[src/rtl/shift_norm_pkg.sv]
// Shared definitions for the shift normalizer.
//   - state_e      : FSM states (IDLE, RUN, DONE)
//   - STAGE_WIDTHS : shift width tested at each stage, largest first
//   - DATA_W / SHAMT_W / STAGE_IDX_W : fixed datapath, count and stage-index widths
package shift_norm_pkg;

  localparam int DATA_W      = 32;
  localparam int SHAMT_W     = 5;
  localparam int STAGE_IDX_W = 3;
  localparam int NUM_STAGES  = 5;

  // Binary decomposition of a 0..31 shift: one stage per shamt bit, MSB first.
  localparam int STAGE_WIDTHS [NUM_STAGES] = '{16, 8, 4, 2, 1};

  localparam logic [STAGE_IDX_W-1:0] LAST_STAGE = 3'd4;

  typedef enum logic [1:0] {
    ST_IDLE = 2'd0,
    ST_RUN  = 2'd1,
    ST_DONE = 2'd2
  } state_e;

endpackage

[src/rtl/shift_normalizer_norm_step.sv]
// norm_step: combinational single normalization stage.
//   value       in  32  current work value
//   stage_sel   in  3   stage index (0 -> width 16 ... 4 -> width 1)
//   signed_mode in  1   0 = leading-zero test, 1 = redundant-sign test
//   shifted     out 32  value shifted left by the stage width (zero-filled)
//   take        out 1   the stage's leading bits are redundant and may be shifted out
module norm_step
  import shift_norm_pkg::*;
(
  input  logic [DATA_W-1:0]      value,
  input  logic [STAGE_IDX_W-1:0] stage_sel,
  input  logic                   signed_mode,
  output logic [DATA_W-1:0]      shifted,
  output logic                   take
);

  logic [NUM_STAGES-1:0] take_w;
  logic [DATA_W-1:0]     shifted_w [NUM_STAGES];

  // Every width is evaluated in parallel; stage_sel just picks one.
  for (genvar gi = 0; gi < NUM_STAGES; gi++) begin : g_stage
    localparam int W = STAGE_WIDTHS[gi];
    logic [W-1:0] head_u;
    logic [W:0]   head_s;

    assign head_u = value[DATA_W-1 -: W];
    // Signed mode keeps one extra bit so the surviving MSB still carries the sign.
    assign head_s = value[DATA_W-1 -: W+1];

    assign take_w[gi]    = signed_mode ? ((head_s == '0) || (head_s == '1))
                                       : (head_u == '0);
    assign shifted_w[gi] = value << W;
  end

  always_comb begin
    take    = 1'b0;
    shifted = value;
    if (stage_sel <= LAST_STAGE) begin
      take    = take_w[stage_sel];
      shifted = shifted_w[stage_sel];
    end
  end

endmodule

[src/rtl/shift_normalizer.sv]
// shift_normalizer: multi-cycle normalizer, one shift stage (16/8/4/2/1) per clock.
//   clk, rst     in   clock, synchronous active-high reset
//   start        in   request; accepted only in IDLE or DONE
//   in_data      in   32-bit operand, sampled with start
//   signed_mode  in   0 = count leading zeros, 1 = count redundant sign bits
//   busy         out  operation in progress
//   done         out  one-cycle pulse, results valid
//   out_data     out  normalized value (work register)
//   shamt        out  total left shift applied
//   zero         out  operand had no normalizing bit
module shift_normalizer
  import shift_norm_pkg::*;
(
  input  logic               clk,
  input  logic               rst,
  input  logic               start,
  input  logic [DATA_W-1:0]  in_data,
  input  logic               signed_mode,
  output logic               busy,
  output logic               done,
  output logic [DATA_W-1:0]  out_data,
  output logic [SHAMT_W-1:0] shamt,
  output logic               zero
);

  state_e                   state_q, state_d;
  logic [STAGE_IDX_W-1:0]   stage_q, stage_d;
  logic [DATA_W-1:0]        work_q, work_d;
  logic [SHAMT_W-1:0]       shamt_q, shamt_d;
  logic                     mode_q, mode_d;
  logic                     zero_q, zero_d;
  logic                     zero_pend_q, zero_pend_d;
  logic                     busy_q, busy_d;
  logic                     done_q, done_d;

  logic [DATA_W-1:0]        step_value;
  logic                     step_take;

  norm_step u_step (
    .value       (work_q),
    .stage_sel   (stage_q),
    .signed_mode (mode_q),
    .shifted     (step_value),
    .take        (step_take)
  );

  always_comb begin
    state_d     = state_q;
    stage_d     = stage_q;
    work_d      = work_q;
    shamt_d     = shamt_q;
    mode_d      = mode_q;
    zero_d      = zero_q;
    zero_pend_d = zero_pend_q;

    unique case (state_q)
      ST_IDLE, ST_DONE: begin
        if (start) begin
          work_d      = in_data;
          mode_d      = signed_mode;
          shamt_d     = '0;
          zero_d      = 1'b0;
          // Decided from the raw operand; only published when the run completes.
          zero_pend_d = (in_data == '0) || (signed_mode && (in_data == '1));
          stage_d     = '0;
          state_d     = ST_RUN;
        end else if (state_q == ST_DONE) begin
          state_d = ST_IDLE;
        end
      end
      ST_RUN: begin
        if (step_take) begin
          work_d  = step_value;
          // Stage 0 (width 16) owns shamt[4], stage 4 (width 1) owns shamt[0].
          shamt_d = shamt_q | (5'b10000 >> stage_q);
        end
        stage_d = stage_q + 3'd1;
        if (stage_q == LAST_STAGE) begin
          state_d = ST_DONE;
          zero_d  = zero_pend_q;
        end
      end
      default: state_d = ST_IDLE;
    endcase

    // Status flags are registered copies of the next state.
    busy_d = (state_d == ST_RUN);
    done_d = (state_d == ST_DONE);
  end

  always_ff @(posedge clk) begin
    if (rst) begin
      state_q     <= ST_IDLE;
      stage_q     <= '0;
      work_q      <= '0;
      shamt_q     <= '0;
      mode_q      <= 1'b0;
      zero_q      <= 1'b0;
      zero_pend_q <= 1'b0;
      busy_q      <= 1'b0;
      done_q      <= 1'b0;
    end else begin
      state_q     <= state_d;
      stage_q     <= stage_d;
      work_q      <= work_d;
      shamt_q     <= shamt_d;
      mode_q      <= mode_d;
      zero_q      <= zero_d;
      zero_pend_q <= zero_pend_d;
      busy_q      <= busy_d;
      done_q      <= done_d;
    end
  end

  assign busy     = busy_q;
  assign done     = done_q;
  assign out_data = work_q;
  assign shamt    = shamt_q;
  assign zero     = zero_q;

endmodule

[config.mk]
export PLATFORM = sky130hd
export DESIGN_NAME = shift_normalizer
export DESIGN_NICKNAME = d
export VERILOG_FILES = /design/src/rtl/shift_norm_pkg.sv /design/src/rtl/shift_normalizer_norm_step.sv /design/src/rtl/shift_normalizer.sv
export SDC_FILE = /design/constraint.sdc
export NUM_CORES = 1
export LEC_CHECK = 0
export CAP_MARGIN = 10
export CORE_MARGIN = 10
export CORE_UTILIZATION = 30
export CTS_BUF_LIST = sky130_fd_sc_hd__clkbuf_8
export DETAILED_ROUTE_END_ITERATION = 10
export HOLD_SLACK_MARGIN = 0.06
export SETUP_SLACK_MARGIN = 0.15
export SLEW_MARGIN = 20
export SYNTH_ARGS = -nofsm -noshare
export SYNTH_HDL_FRONTEND = slang
export SYNTH_HIERARCHICAL = 1
export SYNTH_SLANG_ARGS = --single-unit
[constraint.sdc]
create_clock -name clk -period 2.7 [get_ports clk]
set_clock_uncertainty 0.1 [all_clocks]
set_input_delay 0.54 -clock clk [delete_from_list [all_inputs] [get_ports clk]]
set_output_delay 0.54 -clock clk [all_outputs]
set_load 0.01 [all_outputs]
==> results of run 1 <==
==> power by group through the flow <==
stage / clock, mW / sequential [mW] / combinational, mW
floorplan: 0 / 0.876 / 0.421
global route: 0.591 / 0.880 / 0.890
finish: 0.565 / 0.870 / 0.821
CTS: 0.563 / 0.868 / 0.784
global placement: 0 / 0.881 / 0.772
detailed placement: 0 / 0.883 / 0.781
==> critical path, delay by kind of cell, from the launching register on <==
family          cells  cell delay, ns
buf+inv             1            0.17
simple gates        3            0.88
compound gates      4            0.79
flops               1            0.40
==> path summary, 6_finish.rpt <==
check / from / endpoint / slack (ns) / cells after the start
min: shamt[1] / shamt[1] / 0.43 / 2
min reg2reg: shamt[1] / shamt[1] / 0.43 / 2
max reg2reg: out_data[19] / out_data[15] / 0.28 / 8
max: out_data[19] / out_data[15] / 0.28 / 8
==> synth_stat cells (all sizes together) (3+ instances only) <==
| library cell | count |
|---|---|
| nor4 | 12 |
| inv | 7 |
| buf | 27 |
| nand2b | 4 |
| o21ai | 17 |
| clkinv | 3 |
| or3 | 5 |
| mux4 | 9 |
| nand2 | 108 |
| a31oi | 20 |
| nand4 | 11 |
| nor2b | 9 |
| a311oi | 33 |
| a221o | 5 |
| nor3 | 24 |
| o22ai | 13 |
| mux2i | 6 |
| clkbuf | 22 |
| and3 | 3 |
| a211oi | 6 |
| ha | 6 |
| dfxtp | 47 |
| nor2 | 72 |
| a21oi | 34 |
| o221ai | 3 |
| a22oi | 5 |
| nand3 | 4 |
==> area by class of cell <==
class	count	area, um^2	area share (%)
repair buffers	105	1069	21.39
flip-flops and latches	47	943.4	18.89
well taps	172	215.2	4.309
clock inverters	2	35.03	0.7014
clock buffers	6	82.58	1.653
inverters	10	37.54	0.7515
multi-input cells	429	2613	52.30
==> layout by cell type, fill, tap and decap left out, types with 2 or more instances in the layout <==
cell type        count
a21oi_1             34
and3_1               3
o221ai_1             3
nor2b_1              8
a221o_1              5
inv_1                7
dfxtp_2              2
nor3_1              24
a311oi_1            22
clkinv_1             3
buf_4               23
clkdlybuf4s50_1     74
a211oi_1             6
nand4_1             11
mux4_2               8
nor2_1              72
o32ai_1              2
or3_1                4
buf_12               5
nand3_1              4
nand2_1            108
o22ai_1             13
dfxtp_1             45
o211ai_1             2
clkbuf_8             6
a31oi_1             20
nand2b_1             4
o21ai_0             17
a22oi_1              5
a311oi_2            11
mux2i_1              6
clkbuf_16            2
ha_1                 6
nor4_1              11
==> cell families (layout without fill, tap and decap cells) <==
kind of cell             Yosys count  count (layout)  synth area share (%)
AO/OA/AOI/OAI                    152             152                 28.81
adder cells (fa/ha/maj)            6               6                 1.951
buffers and inverters             59             123                 8.130
flip-flops                        47              47                 24.46
multiplexers                      16              16                 7.220
AND/OR/NAND/NOR                  255             255                 29.43
==> flip-flops by register name (all words and copies together), names as in the netlist <==
name,flops
out_data,32
done,1
busy,1
stage_q,3
state_q,2
zero,1
zero_pend_q,1
mode_q,1
shamt,5
==> layer usage <==
metal	up-vias	GRT usage (%)	routed length (um)
li1	2113	-	-
met2	266	25.63	7025
met4	0	3.688	192
met5	-	0	0
met3	18	2.895	1522
met1	2206	24.03	6863
==> repair_timing <==
item	in CTS	in global routing
endpoints found under the setup margin	0	17
gates resized for setup	0	3
setup buffers	0	0
==> through the flow <==
stage / utilization (%) / power [mW]
6_report: 39.74 / 2.256
5_1_grt: 39.74 / 2.361
4_1_cts: 39.20 / 2.215
3_5_place_dp: 38.27 / 1.664
3_3_place_gp: 38.27 / 1.653
2_1_floorplan: - / 1.297
==> flow_summary.json, run 1 <==
{
  "status": "finished, final reports clean",
  "die_x_um": 133.2,
  "async_flop_share_pct": 0,
  "start_util_pct": 30.61,
  "p_leak_nw": 1.720,
  "syn_to_final_growth_pct": 29.82,
  "fin_ws_ns": 0.2795,
  "post-synth-top-area-cell": "dfxtp_1",
  "htree_levels": 2,
  "grt_pass1_vias": 4380,
  "ys.flop_type": "dfxtp_1",
  "path_cells": "or4_4 -> nor4_2 -> o311a_2 -> o211a_1 -> a21o_4 -> buf_12 -> nor2_1 -> a311oi_1",
  "n_antenna_cell": 0,
  "ys_seq_elements": 47,
  "wirelength_um": 15600,
  "num-fill-cells": 1302,
  "path_class": "reg2reg",
  "avgRoutedWirePerCell_um": 20.24,
  "grt_usage_pct": 16.82,
  "fin_cells": 771,
  "place.gp.congestion": 0.9184,
  "drtIter0Drc": 534,
  "vias_per_cell": 5.970,
  "antenna_found_initial": 0,
  "dp.cells": 761,
  "syn_area_mm2": 0.003847,
  "power_switching_mw": 0.8228,
  "yosys_warnings": 6,
  "p_int_mw": 1.433,
  "num-nets-final": 640,
  "power_frac_comb_pct": 36.4,
  "grt_max_degree": 79,
  "crit_path_end_kind": "flip-flop",
  "seqPwrFrac_pct": 38.5,
  "num_io_pins": 76,
  "postRouteAntennaNets": 0,
  "ir_drop_mv": 0.2363,
  "rsz0062_at_grt": "no",
  "cpPeakStageDelay_ns": 0.58,
  "cts_tree": "done",
  "ys_top_cells_by_area": "dfxtp_1 24%, nand2_1 11%, nor2_1 7.0%",
  "grt_pass1_wl_um": 24870,
  "numCtsBuffers": 5,
  "powerDensity_mw_per_mm2": 451.6,
  "cp.required_ns": 2.82,
  "worst_pin_slew_ns": 0.7194,
  "finalCritPeriodShare_pct": 89.65,
  "coreArea_mm2": 0.01257,
  "cts_root_buf": "clkbuf_8",
  "final.setup.tns_ns": 0,
  "die_h_um": 133.2,
  "postSynthAreaPerCell_um2": 7.191,
  "synth_edf_count": 0,
  "relSlewSlack_pct": 52.04,
  "ys_seq_area_share_pct": 24.46,
  "maxSlewViolCount": 0,
  "yosysTopAreaCellShare_pct": 24.46,
  "preCtsSetupSlack_ns": 0.2947,
  "pwr-share-clk_pct": 25.0,
  "num_rows": 41,
  "cts_sinks": 47,
  "whs_ns": 0.4253,
  "clk_latency_ns": 0.31,
  "min_period_ns": 2.420,
  "numPortBuffers": 75,
  "cp_max_fo": 19,
  "synth_nets": 577,
  "clockBufferDepth": 2,
  "die-area_mm2": 0.01775,
  "placed_area_mm2": 0.004810,
  "firstDrtPassIters": 5,
  "cap_violations": 0,
  "postLayoutCellArea_mm2": 0.004995,
  "hold_viol": 0,
  "min-delay-path-class": "reg2reg",
  "cp.arrival_ns": 2.54,
  "grt_overflow": 0,
  "drive_gt1_share_pct": 11.35,
  "syn_inst": 535,
  "postCtsHoldBufs": 0,
  "drc": 0,
  "ys_types": 53,
  "critPathSlowestCell": "or4_4",
  "cp-start-kind": "flip-flop",
  "place_hpwl_um": 11100,
  "clk_pin_slew_worst_paths_ns": 0.09,
  "dr_total_vias": 4603,
  "timing.fmax_mhz": 413.1,
  "setup_viol": 0,
  "netSwitchingFraction_pct": 36.47
}
No activity file was read; power rests on OpenSTA's default activity.
==> run 2: changes to the inputs <==
--- a/config.mk
+++ b/config.mk
@@ -6,6 +6,7 @@
 export NUM_CORES = 1
 export LEC_CHECK = 0
 export CAP_MARGIN = 10
+export CORE_ASPECT_RATIO = 1.2
 export CORE_MARGIN = 10
 export CORE_UTILIZATION = 30
 export CTS_BUF_LIST = sky130_fd_sc_hd__clkbuf_8
==> run 2 against run 1 <==
Net effect:
- wire length is 2.9% lower
- sequential cell count stayed put
- total power decreased by 3.0%
- worst hold slack got worse by 0.0094 ns
- critical path type unchanged
- critical endpoint is now out_data[21]
==> flow_summary.json, run 2 (synthesis gave the netlist of run 1 again) <==
{
  "cts_sinks": 47,
  "regToRegEndpoint": "out_data[21]",
  "maxSlewViolCount": 0,
  "hold_viol": 0,
  "grt_pass1_vias": 4221,
  "drtIter0Drc": 484,
  "syn_to_final_growth_pct": 28.72,
  "relSlewSlack_pct": 49.25,
  "worstHoldEndpoint": "zero",
  "crit_path_end_kind": "flip-flop",
  "largest_register_ffs": 32,
  "wl_met2_um": 7165,
  "n_antenna_cell": 0,
  "ff2ff_setup_slack_ns": 0.21,
  "min_period_ns": 2.486,
  "setup_viol": 0,
  "path_cells": "or4_4 -> o31ai_2 -> a211o_1 -> o211a_1 -> a21o_4 -> clkbuf_16 -> nor2_1 -> a311oi_2",
  "dp.cells": 757,
  "firstDrtPassIters": 7,
  "antenna_found_initial": 0,
  "clk_latency_ns": 0.31,
  "p_leak_nw": 1.724,
  "num_io_pins": 76,
  "timing.fmax_mhz": 402.2,
  "fin_cells": 766,
  "vias_per_cell": 5.868,
  "die-area_mm2": 0.01777,
  "start_util_pct": 30.51,
  "numCtsBuffers": 5,
  "postCtsHoldBufs": 0,
  "crit_buf_inv": 1,
  "cap_violations": 0,
  "place.gp.congestion": 0.9602,
  "final_common_cell": "nand2_1",
  "hold_path_startpoint": "zero_pend_q",
  "die_x_um": 123.4,
  "clk_pin_slew_worst_paths_ns": 0.09,
  "m1WireLength_um": 6744,
  "numPortBuffers": 75,
  "grt_pass1_wl_um": 23440,
  "routed-wl-met3_um": 952,
  "cts_root_buf": "clkbuf_8",
  "dr_total_vias": 4495,
  "status": "finished, final reports clean",
  "reg2reg_from": "out_data[19]",
  "drive_gt1_share_pct": 11.63,
  "num_rows": 45,
  "final_util_pct": 39.27,
  "wirelength_um": 15140,
  "cts_tree": "done",
  "cp.arrival_ns": 2.61,
  "grt_max_degree": 44,
  "layout_common_cells": "108 x nand2_1, 74 x clkdlybuf4s50_1, 72 x nor2_1",
  "multi_input_area_mm2": 0.002613,
  "whs_path_depth": 2,
  "clockBufferDepth": 2,
  "num-nets-final": 644,
  "postRouteAntennaNets": 0,
  "num-fill-cells": 1345,
  "drc": 0,
  "cp.required_ns": 2.82,
  "powerDensity_mw_per_mm2": 442.0,
  "critPathSlowestCell": "or4_4",
  "whs_ns": 0.4159,
  "reg2reg_depth": 8,
  "post-cts-setup-buffers": 0,
  "cp_max_fo": 17,
  "htree_levels": 2,
  "grt_overflow": 0,
  "grt_usage_pct": 16.41,
  "rsz0062_at_grt": "no",
  "cpPeakStageDelay_ns": 0.58,
  "coreArea_mm2": 0.01261,
  "final-seq-area_um2": 943.4,
  "ir_drop_mv": 0.3262,
  "critPathTopFamily": "compound AO/OA/AOI/OAI gates",
  "die_h_um": 144.1,
  "cp-start-kind": "flip-flop",
  "path_class": "reg2reg",
  "worst_pin_slew_ns": 0.7613,
  "finalCritPeriodShare_pct": 92.09,
  "min-delay-path-class": "reg2reg",
  "placed_area_mm2": 0.004780,
  "postLayoutCellArea_mm2": 0.004952,
  "final.setup.tns_ns": 0,
  "place_hpwl_um": 10800,
  "avgRoutedWirePerCell_um": 19.77,
  "routed.top_layer": "met4"
}
==> run 2: cell count changes in the layout (fill, tap and decap cells not counted), sizes merged <==
cell	previous run	this run
buf	29	34
inv	7	8
clkinv	4	3
clkbuf	8	6
==> run 2: tightest hold or removal path: cells and delay by family (launching register included) <==
kind	cells	cell delay (ns)
DFF	1	0.34
and+or+nand+nor	1	0.08
AOI/OAI and AO/OA	1	0.06
==> run 2: stage by stage <==
stage	worst slack [ns]	power, mW
finish	0.2136	2.189
global route	0.1622	2.294
CTS	0.1733	2.174
detailed placement	0.1201	1.656
global placement	0.2299	1.645
floorplan	0.4303	1.297
==> run 2: layer usage <==
layer / track usage [%] / vias up
met5: 0 / -
met4: 5.279 / 0
met3: 2.730 / 20
met2: 26.42 / 200
met1: 21.70 / 2161
li1: - / 2114
==> run 2: repair_timing <==
action	in CTS	in global routing
endpoints found under the setup margin	4	28
gates cloned	1	1
resized for setup	0	4
pin swaps	0	1
==> run 2: layout make-up <==
type                       count  area share [%]
sequential                    47           19.05
multi-input combinational    429           52.75
inverter                      10          0.7580
clock buffer                   5           1.390
timing repair buffer         109           21.22
clock inverter                 2          0.6822
tap                          164           4.144
==> run 2: how the worst max path moves through the flow <==
| stage | start | end | cells after the start |
|---|---|---|---|
| after floorplan | out_data[19] | out_data[26] | 9 |
| after global routing | out_data[19] | out_data[1] | 8 |
| final | out_data[19] | out_data[21] | 8 |
| after global placement | out_data[19] | out_data[31] | 8 |
| after detailed placement | out_data[19] | out_data[31] | 8 |
| after CTS | out_data[19] | out_data[31] | 8 |
==> run 2: power breakdown <==
part	switching, mW	internal [mW]	leakage, nW
Clock	0.236	0.268	0.0554
Combinational	0.446	0.381	1.28
Sequential	0.106	0.751	0.388
==> run 3: changes to the inputs <==
--- a/config.mk
+++ b/config.mk
@@ -8,10 +8,12 @@
 export CAP_MARGIN = 10
 export CORE_ASPECT_RATIO = 1.2
 export CORE_MARGIN = 10
-export CORE_UTILIZATION = 30
+export CORE_UTILIZATION = 54
 export CTS_BUF_LIST = sky130_fd_sc_hd__clkbuf_8
 export DETAILED_ROUTE_END_ITERATION = 10
 export HOLD_SLACK_MARGIN = 0.06
+export MAX_ROUTING_LAYER = met4
+export PLACE_DENSITY = 0.83
 export SETUP_SLACK_MARGIN = 0.15
 export SLEW_MARGIN = 20
 export SYNTH_ARGS = -nofsm -noshare
==> run 3 against run 2 <==
Net effect:
- final area fell by 4.5%
- cell count is 12% lower
- die area is 39% lower
- clock power shrank 13%
- non-clock buffer count shrank 13
- sequential power rose by 2.9%
- largest cell class unchanged
==> flow_summary.json, run 3 (synthesis gave the netlist of run 1 again) <==
{
  "cp_max_fo": 26,
  "avgRoutedWirePerCell_um": 19.64,
  "place_hpwl_um": 9445,
  "numCtsBuffers": 5,
  "cp.arrival_ns": 2.58,
  "finalCritPeriodShare_pct": 91.09,
  "powerDensity_mw_per_mm2": 436.6,
  "final.setup.tns_ns": 0,
  "postRouteAntennaNets": 0,
  "hold_path_startpoint": "shamt[1]",
  "min_period_ns": 2.459,
  "dr_total_vias": 4549,
  "wl_met2_um": 5980,
  "die-area_mm2": 0.01092,
  "drc": 0,
  "vias_per_cell": 6.729,
  "layout_common_cells": "108 x nand2_1, 74 x clkdlybuf4s50_1, 72 x nor2_1",
  "crit_path_end_kind": "flip-flop",
  "relSlewSlack_pct": 67.04,
  "grt_pass1_wl_um": 21000,
  "num-nets-final": 631,
  "p_leak_nw": 1.640,
  "reg2reg_from": "out_data[19]",
  "place.gp.congestion": 0.9553,
  "m1WireLength_um": 5597,
  "maxSlewViolCount": 0,
  "seqPwrFrac_pct": 42.7,
  "power_switching_mw": 0.7614,
  "routed-wl-met3_um": 1405,
  "final_util_pct": 68.61,
  "firstDrtPassIters": 7,
  "hold_viol": 0,
  "die_h_um": 112.5,
  "coreArea_mm2": 0.006895,
  "grt_usage_pct": 23.29,
  "wirelength_um": 13280,
  "min-delay-path-class": "reg2reg",
  "ir_drop_mv": 0.3242,
  "setup_viol": 0,
  "cap_violations": 0,
  "critPathLaunch": "out_data[19]",
  "postCtsHoldBufs": 0,
  "worst_pin_slew_ns": 0.4945,
  "clk_latency_ns": 0.31,
  "p_int_mw": 1.304,
  "num_io_pins": 76,
  "netSwitchingFraction_pct": 36.86,
  "clk_pin_slew_worst_paths_ns": 0.09,
  "clockBufferDepth": 2,
  "pwr-share-clk_pct": 21.3,
  "critPathSlowestCell": "or4_4",
  "grt_overflow": 0,
  "cts_sinks": 47,
  "num-fill-cells": 585,
  "cts_root_buf": "clkbuf_8",
  "antenna_found_initial": 0,
  "cp-start-kind": "flip-flop",
  "critPathTopFamily": "compound AO/OA/AOI/OAI gates",
  "n_antenna_cell": 0,
  "path_cells": "or4_4 -> o31ai_1 -> a211o_1 -> o211a_1 -> a21o_2 -> buf_8 -> nor2_1 -> a311oi_2",
  "htree_levels": 2,
  "syn_to_final_growth_pct": 22.96,
  "cp.required_ns": 2.82,
  "path_class": "reg2reg",
  "drtIter0Drc": 507,
  "final_common_cell": "nand2_1",
  "numPortBuffers": 75,
  "power_frac_comb_pct": 36.0,
  "start_util_pct": 55.80,
  "cpPeakStageDelay_ns": 0.57,
  "crit_buf_inv": 1,
  "largest_register_ffs": 32,
  "timing.fmax_mhz": 406.6,
  "rsz0062_at_grt": "yes",
  "status": "finished, final reports clean",
  "cts_tree": "done",
  "die_x_um": 97.06,
  "grt_max_degree": 79,
  "num_rows": 33,
  "drive_gt1_share_pct": 9.677,
  "routed.top_layer": "met4",
  "grt_pass1_vias": 4047
}
## run 3: final cells by class
cell class,count,area [um^2],area share [%]
clock buffers,6,82.58,1.746
well taps,87,108.9,2.301
flip-flops and latches,47,943.4,19.94
repair buffers,96,952.2,20.13
multi-input cells,429,2601,54.99
clock inverters,1,5.005,0.1058
inverters,10,37.54,0.7934
## run 3: worst paths after layout
check                      to  slack [ns]  depth (start not counted)
setup / recovery  out_data[7]        0.24                          8
hold / removal       shamt[1]        0.41                          2
setup reg to reg  out_data[7]        0.24                          8
hold reg to reg      shamt[1]        0.41                          2
## run 3: worst register-to-register path: stages, from the launching register on
cell      delay (ns)
dfxtp_1         0.40
or4_4           0.57
o31ai_1         0.28
a211o_1         0.16
o211a_1         0.13
a21o_2          0.16
buf_8           0.20
nor2_1          0.09
a311oi_2        0.28
## run 3: power groups by stage
stage	sequential, mW	clock [mW]	combinational (mW)
finish	0.882	0.440	0.744
global route	0.890	0.462	0.805
CTS	0.874	0.442	0.726
detailed placement	0.891	0	0.724
global placement	0.889	0	0.711
floorplan	0.876	0	0.421
## run 3: timing repair
item                                    in CTS  in global routing
resized for setup                            0                  4
buffers inserted                             0                  0
endpoints found under the setup margin       0                 15
## run 3: through the flow
stage	instance area [um^2]	instances	worst slack [ns]	hold slack [ns]	total power, mW
finish	4731	676	0.2405	0.4146	2.066
global route	4731	676	0.1174	0.4384	2.157
CTS	4713	676	0.2616	0.4191	2.041
global placement	4626	669	0.3652	0.4021	1.600
floorplan	3847	535	0.4303	0.3469	1.297
detailed placement	4626	669	0.3002	0.4083	1.614
## run 3: routing by layer
layer	global-route usage [%]	up-vias
met4	8.670	0
met3	4.110	32
met1	30.59	2119
met2	34.78	302
li1	-	2096
met5	-	-
